### src/rtl/hazard_scoreboard.sv
// ID-stage hazard controller: pending-destination scoreboard for long-latency
// ops, plus load-use / RAW / WAW / structural stall generation.
module hazard_scoreboard #(
   parameter int unsigned MAX_LONG = 4,
   parameter int unsigned CNT_W    = 4
) (
   input  logic             clk,
   input  logic             rst_n,
   input  logic             IF_ID_Valid,
   input  logic [4:0]       IF_ID_RsAddr,
   input  logic [4:0]       IF_ID_RtAddr,
   input  logic             IF_ID_UseRs,
   input  logic             IF_ID_UseRt,
   input  logic             IF_ID_RegWr,
   input  logic [4:0]       IF_ID_RegWrAddr,
   input  logic             IF_ID_Long,
   input  logic             ID_EX_MemRead,
   input  logic [4:0]       ID_EX_RegWrAddr,
   input  logic             LongOp_Done,
   input  logic [4:0]       LongOp_DoneAddr,
   output logic             Stall_PC,
   output logic             Stall_IF_ID,
   output logic             Flush_ID_EX,
   output logic [31:0]      PendingMask,
   output logic [CNT_W-1:0] OutstandingCnt,
   output logic [31:0]      StallCycles,
   output logic             Err
);

   localparam int unsigned NREG = 32;

   logic [NREG-1:0]  pending_q, pending_d;
   logic [CNT_W-1:0] cnt_q, cnt_d;
   logic [31:0]      stall_cycles_q, stall_cycles_d;
   logic             err_q, err_d;

   logic load_use_c, raw_c, waw_c, struct_c, stall_c, accept_c, dec_c;

   // Hazard detection from registered scoreboard and current ID/EX inputs
   always_comb begin
      load_use_c = 1'b0;
      raw_c      = 1'b0;
      waw_c      = 1'b0;
      struct_c   = 1'b0;
      if (ID_EX_MemRead && (ID_EX_RegWrAddr != 5'd0)) begin
         load_use_c = (IF_ID_UseRs && (IF_ID_RsAddr == ID_EX_RegWrAddr)) ||
                      (IF_ID_UseRt && (IF_ID_RtAddr == ID_EX_RegWrAddr));
      end
      raw_c    = (IF_ID_UseRs && pending_q[IF_ID_RsAddr]) ||
                 (IF_ID_UseRt && pending_q[IF_ID_RtAddr]);
      waw_c    = IF_ID_RegWr && pending_q[IF_ID_RegWrAddr];
      struct_c = IF_ID_Long && (cnt_q == CNT_W'(MAX_LONG));
      stall_c  = IF_ID_Valid && (load_use_c || raw_c || waw_c || struct_c);
      accept_c = IF_ID_Valid && IF_ID_Long && !stall_c;
   end

   // Next-state: issue sets, completion clears; protocol errors are sticky
   always_comb begin
      pending_d      = pending_q;
      cnt_d          = cnt_q;
      stall_cycles_d = stall_cycles_q;
      err_d          = err_q;
      dec_c          = LongOp_Done && (cnt_q != '0);

      if (LongOp_Done) begin
         if (cnt_q == '0) begin
            err_d = 1'b1;
         end
         if (LongOp_DoneAddr != 5'd0) begin
            if (pending_q[LongOp_DoneAddr]) begin
               pending_d[LongOp_DoneAddr] = 1'b0;
            end else begin
               err_d = 1'b1;
            end
         end
      end

      // Same-address set+clear is impossible: WAW blocks such an issue
      if (accept_c && IF_ID_RegWr && (IF_ID_RegWrAddr != 5'd0)) begin
         pending_d[IF_ID_RegWrAddr] = 1'b1;
      end
      pending_d[0] = 1'b0;

      cnt_d = cnt_q + CNT_W'(accept_c) - CNT_W'(dec_c);

      if (stall_c && (stall_cycles_q != 32'hFFFF_FFFF)) begin
         stall_cycles_d = stall_cycles_q + 32'd1;
      end
   end

   // State registers; reset discards all in-flight tracking
   always_ff @(posedge clk or negedge rst_n) begin
      if (!rst_n) begin
         pending_q      <= '0;
         cnt_q          <= '0;
         stall_cycles_q <= '0;
         err_q          <= 1'b0;
      end else begin
         pending_q      <= pending_d;
         cnt_q          <= cnt_d;
         stall_cycles_q <= stall_cycles_d;
         err_q          <= err_d;
      end
   end

   assign Stall_PC       = stall_c;
   assign Stall_IF_ID    = stall_c;
   assign Flush_ID_EX    = stall_c;
   assign PendingMask    = pending_q;
   assign OutstandingCnt = cnt_q;
   assign StallCycles    = stall_cycles_q;
   assign Err            = err_q;

endmodule

### config.mk
export PLATFORM = sky130hd
export DESIGN_NAME = hazard_scoreboard
export DESIGN_NICKNAME = d
export VERILOG_FILES = /design/src/rtl/hazard_scoreboard.sv
export SDC_FILE = /design/constraint.sdc
export NUM_CORES = 1
export LEC_CHECK = 0
export ABC_AREA = 1
export BUFFER_PORTS_ARGS = -buffer_cell sky130_fd_sc_hd__buf_4
export CAP_MARGIN = 20
export CORE_MARGIN = 1
export CORE_UTILIZATION = 60
export CTS_CLUSTER_SIZE = 16
export DETAILED_ROUTE_END_ITERATION = 10
export HOLD_SLACK_MARGIN = 0.06
export PLACE_DENSITY = 0.89
export RECOVER_POWER = 100
export SYNTH_ARGS = -nofsm -noshare
export SYNTH_HDL_FRONTEND = slang
export SYNTH_SLANG_ARGS = --single-unit
### constraint.sdc
create_clock -name clk -period 6.15 [get_ports clk]
set_input_delay 1.23 -clock clk [delete_from_list [all_inputs] [get_ports clk]]
set_output_delay 1.23 -clock clk [all_outputs]
set_load 0.05 [all_outputs]
Word level (Yosys, flattened, before mapping):

Index checks and enable logic that the tools add are counted.

* register bits: 68
* bits of input ports: 34
* word-level logic and storage cells: 67

* add/sub/neg operators: 3
* $lt $le $gt $ge: 6
* eq/ne operators: 4
* multiplexer cells: 20
* bitwise logic cells: 3
* reductions and logical operators: 27

Operators by type and width (number)
* 32-bit two-way mux: 4
* 32-bit by 1-bit adder with 32-bit output (second input constant): 1
* 32-bit bitwise AND: 1
* 32-bit inequality test (second input constant): 1
* 32-bit inverter: 1
* 32-bit OR: 1
* 5-bit by 6-bit less-than comparator with 1-bit output (second input constant): 4
* 1-bit binary-select mux with 5-bit select: 4
* 1-bit logical AND: 16
* 5-bit nonzero test: 3
* 1-bit demux with 5-bit select: 2
* 5-bit == test: 2
* 5-bit by 1-bit >= comparator with 1-bit output (second input constant): 2
* 1-bit two-way mux: 10
* 1-bit logical OR: 5
* 4-bit by 1-bit adder with 4-bit output: 1
* 4-bit by 3-bit == test with 1-bit output (second input constant): 1
* 4-bit logical NOT: 1
* 4-bit nonzero test: 1
* 4-bit by 1-bit subtractor with 4-bit output: 1
* 1-bit logical NOT: 1

Logic depth before layout (Yosys ltp):

* word-level depth: 13
* mapped depth: 18
* gate-level depth less buffers: 17

Least setup slack after synthesis:

OpenSTA, ideal clock, no wires.

* path type: in2out
* start: input port IF_ID_RtAddr[0]
* end: output port Stall_IF_ID
* arrival: 2924 ps
* data required time: 4920 ps
* path slack: 1996 ps
* cell stages on the path: 15
* path through: buf_2 inv_2 buf_2 nand2_1 nand3_1 nand3_1 nand2_1 nand2_1 nand3_1 nand3_1 nand3_1 nand2_1 inv_2 buf_2 buf_4

* longest elaborated chain between the ends: 8

Ends and longest elaborated chain
* from (decl): RTL line 11 `input logic [4:0] IF_ID_RtAddr,`
* 1-bit binary-select mux with 5-bit select or 5-bit == test (tied branches): RTL line 50, 47
* 1-bit two-way mux (not written as such) or 1-bit logical AND (tied branches): RTL line 50, 47
* 1-bit logical AND or 1-bit logical OR (tied branches): RTL line 50, 46
* 1-bit logical OR or 1-bit two-way mux (tied branches): RTL line 49, 45
* 1-bit logical OR (*) (3 in a row): RTL line 53 `stall_c = IF_ID_Valid && (load_use_c || raw_c || waw_c || struct_c);`
* 1-bit logical AND (*): RTL line 53
* to (decl): RTL line 22 `output logic Stall_IF_ID,`

Every way passes the cells marked *; elsewhere a longest branch is shown, timed or not. The select of a mux whose other input is x is not followed.

Final worst setup path:

* start: input port IF_ID_RegWrAddr[0]
* end: output port Stall_IF_ID

* longest elaborated chain between the ends: 6

Ends and longest elaborated chain
* from (decl): RTL line 15 `input logic [4:0] IF_ID_RegWrAddr,`
* 1-bit binary-select mux with 5-bit select: RTL line 51 `waw_c = IF_ID_RegWr && pending_q[IF_ID_RegWrAddr];`
* 1-bit two-way mux (not written as such): RTL line 51
* 1-bit logical AND: RTL line 51
* 1-bit logical OR (2 in a row): RTL line 53
* 1-bit logical AND: RTL line 53

Every way passes these cells. The select of a mux whose other input is x is not followed.

==> key figures <==
Synthesis
  – Mapped Cells: 877
  – Yosys warns: 0
  – Post-synthesis sequential area ratio: 31.3%
  – Flops & latches, synth: 68
  – Syn Nets: 919
  – Largest family of logic cells by synthesized area: simple AND/OR/NAND/NOR gates
  – Mapped cell area: 5430 um^2
  – Post-synthesis simple-gate area fraction: 44.5%
  – Synth Area in XOR/XNOR: 5.16%
  – Mapped Avg Cell Area: 6.19 um^2
  – Synth Area in Adders: 1.98%
  – Post-synthesis mux area share: 0%
  – Distinct cells, synth: 33
  – Post-synthesis compound-gate area fraction: 7.37%

Worst setup path
  – CP Max Fanout: 36
  – Critical path class: in2out
  – Worst setup SP type: input port
  – Crit path DAT: 3.71 ns
  – CP required: 4.92 ns
  – Worst setup EP type: primary output

GRT
  – Vias in the first global route: 5748
  – First-pass GRT wire length: 29.2 mm
  – GRT Util Overall: 38.6%
  – Largest net degree at the start of global routing: 69
  – GRT overflow: 0
  – Antenna violations before repair: 0

Pwr
  – Power share of the clock group: 26.4%
  – Sequential share of power: 37.0%
  – Sw Pwr: 0.719 mW
  – VDD IR max: 0.167 mV
  – Internal: 0.879 mW
  – Sw Share: 45.0%
  – Gate power share: 36.5%
  – Lkg Pwr: 3.11 nW
  – PwrDens: 261 nW/um^2

Drt
  – DR vias/cell: 5.90
  – Via Count: 6350
  – First DRT Iteration DRCs: 606
  – First-pass DRT Iterations: 7
  – DR WL/cell: 16.5 um
  – Final WL: 17.8 mm
  – Final ANT Viol Nets: 0
  – Drc violations: 0

Final layout
  – Fillcell total: 857
  – Commonest non-fill, non-tap cell in the layout: nand2_1
  – Final #Nets: 1005
  – Share of cells above drive strength 1: 5.99%
  – Most frequent cells in the layout: 324 x nand2_1, 131 x nand3_1, 90 x inv_1, 73 x nor2_1, 71 x clkbuf_1
  – Area growth syn-to-layout: 12.8%
  – Utilization after layout: 69.9%
  – # diodes: 0

Floorplan
  – Ports: 106
  – Core area: 8760 um^2
  – Die W: 97.1 um
  – Starting Density: 62.0%
  – Die Ht: 97.1 um
  – Die area: 9440 um^2
  – Rows: 34

STA
  – Hold Vio Cnt, Final: 0
  – Max Slew Vio Count: 69
  – Hold WS: 0.466 ns
  – Period utilization: 80.4%
  – RSZ-0062 raised after global routing: no
  – Final setup violation count: 0
  – Setup Total Neg Slack: 0 ns
  – Slew margin rel.: -143%
  – Max Clock Skew: 0.0113 ns
  – FMAX: 202 MHz
  – Actual slew at the worst max-slew pin: 3.65 ns
  – Post-layout minimum cycle time: 4.94 ns

CTS
  – CTS Buffer Depth: 2
  – # Post-CTS Setup Buffers: 0
  – # H-tree levels: 3
  – Count of cells resized by post-cts repair: 0
  – Num CTS Buffers: 9
  – TritonCTS clock tree: yes
  – Worst-path clk slew: 0.08 ns
  – # hold bufs at CTS: 0
  – Root buf cell: clkbuf_8
  – CTS sink cnt: 68
  – Clock Latency Late Sink: 0.35 ns

Outcome
  – Failing checks: max-capacitance violations, max-slew violations
  – Status: finished with violations

Job
  – Max-Cap Viols: 1

Place
  – RePlAce Congestion: 0.995
  – IO Port Bufs: 104
  – Post-DP HPWL: 13.1 mm

Min path
  – Class of the worst hold path: reg2reg
==> cell families (layout without fill, tap and decap cells) <==
group,count (synthesis),count (layout)
AND/OR/NAND/NOR,575,575
buffers and inverters,122,213
AO/OA/AOI/OAI,71,71
flip-flops,68,68
XOR/XNOR,32,32
adder cells (fa/ha/maj),8,8
other,1,1
==> path summary, 6_finish.rpt <==
| path | cells after the start | endpoint | start | slack [ns] |
|---|---|---|---|---|
| max in group asynchronous | 1 | StallCycles[9] | rst_n | 1.97 |
| min in group asynchronous | 1 | StallCycles[30] | rst_n | 2.11 |
| hold / removal | 2 | Err | Err | 0.47 |
| setup reg to reg | 13 | StallCycles[13] | PendingMask[20] | 2.54 |
| setup / recovery | 14 | Stall_IF_ID | IF_ID_RegWrAddr[0] | 1.21 |
| hold reg to reg | 2 | Err | Err | 0.47 |
==> stage by stage <==
| step | instance area [um^2] | instances | worst slack (ns) | total power, mW |
|---|---|---|---|---|
| floorplan | 5430 | 877 | 2.00 | 1.01 |
| global placement | 6170 | 1059 | 1.84 | 1.20 |
| CTS | 6410 | 1076 | 1.77 | 1.64 |
| global route | 6130 | 1076 | 0.928 | 1.68 |
| detailed placement | 6190 | 1060 | 1.78 | 1.22 |
| finish | 6130 | 1076 | 1.21 | 1.60 |
==> registers in the layout, indices dropped and copies added (netlist names) <==
| register | count |
|---|---|
| StallCycles | 32 |
| PendingMask | 31 |
| Err | 1 |
| OutstandingCnt | 4 |
==> metal layers <==
metal  GRT usage (%)  wire [um]  vias to the layer above
li1                -          -                     2984
met1            56.7       7350                     2896
met2            54.1       7500                      414
met3            10.4       2400                       56
met4            14.2        550                        0
met5               0          0                        -
==> worst max-delay path, cell delays in order <==
cell and delay (ns):
buf_4 0.21, inv_1 0.25, nor2_1 0.24, nand2_1 0.08
nand3_1 0.07, nand2_1 0.05, nand2_1 0.08, nor2_1 0.04
nand2_1 0.11, a21oi_1 0.10, nand3_1 0.07, nand2_1 0.05
inv_1 0.77, buf_4 0.35
==> cells in the mapped netlist <==
master	number	area, um^2
nand2_1	323	1210
dfrtp_1	68	1700
o21ai_1	1	5.00
a21oi_2	1	8.76
inv_2	4	15.0
nand3_2	1	10.0
inv_1	88	330
conb_1	1	3.75
o31ai_1	7	52.6
nor2_2	3	18.8
a21oi_1	3	15.0
o211ai_1	2	15.0
nor4_1	7	43.8
nor2_1	72	270
o221ai_1	1	8.76
buf_4	10	75.1
fa_1	1	20.0
nor3_2	1	10.0
buf_1	1	3.75
ha_1	7	87.6
xnor2_1	7	61.3
o21ai_0	45	225
nor3_1	32	160
nand2_2	2	12.5
a22oi_1	1	7.51
nand3_1	131	656
o22ai_1	10	62.6
nor4_2	1	12.5
clkbuf_1	5	18.8
buf_2	13	65.1
xor2_1	25	219
buf_6	1	11.3
nand4_1	2	12.5
==> cell type report <==
cell class,count,area [um^2],share of cell area [%]
multi-input cells,687,3200,52.2
clock buffers,9,124,2.02
inverters,92,345,5.63
clock inverters,7,98.8,1.61
well taps,108,135,2.20
flip-flops and latches,68,1700,27.8
repair buffers,105,522,8.51
==> power groups by stage <==
stage                     Sequential [mW]  Combinational, mW  Clock, mW
final                               0.591              0.584      0.422
after global placement              0.594              0.608          0
after global routing                0.595              0.639      0.442
after CTS                           0.587              0.627      0.427
after detailed placement            0.595              0.624          0
after floorplan                     0.739              0.268          0
(Power assumes the default switching activity.)
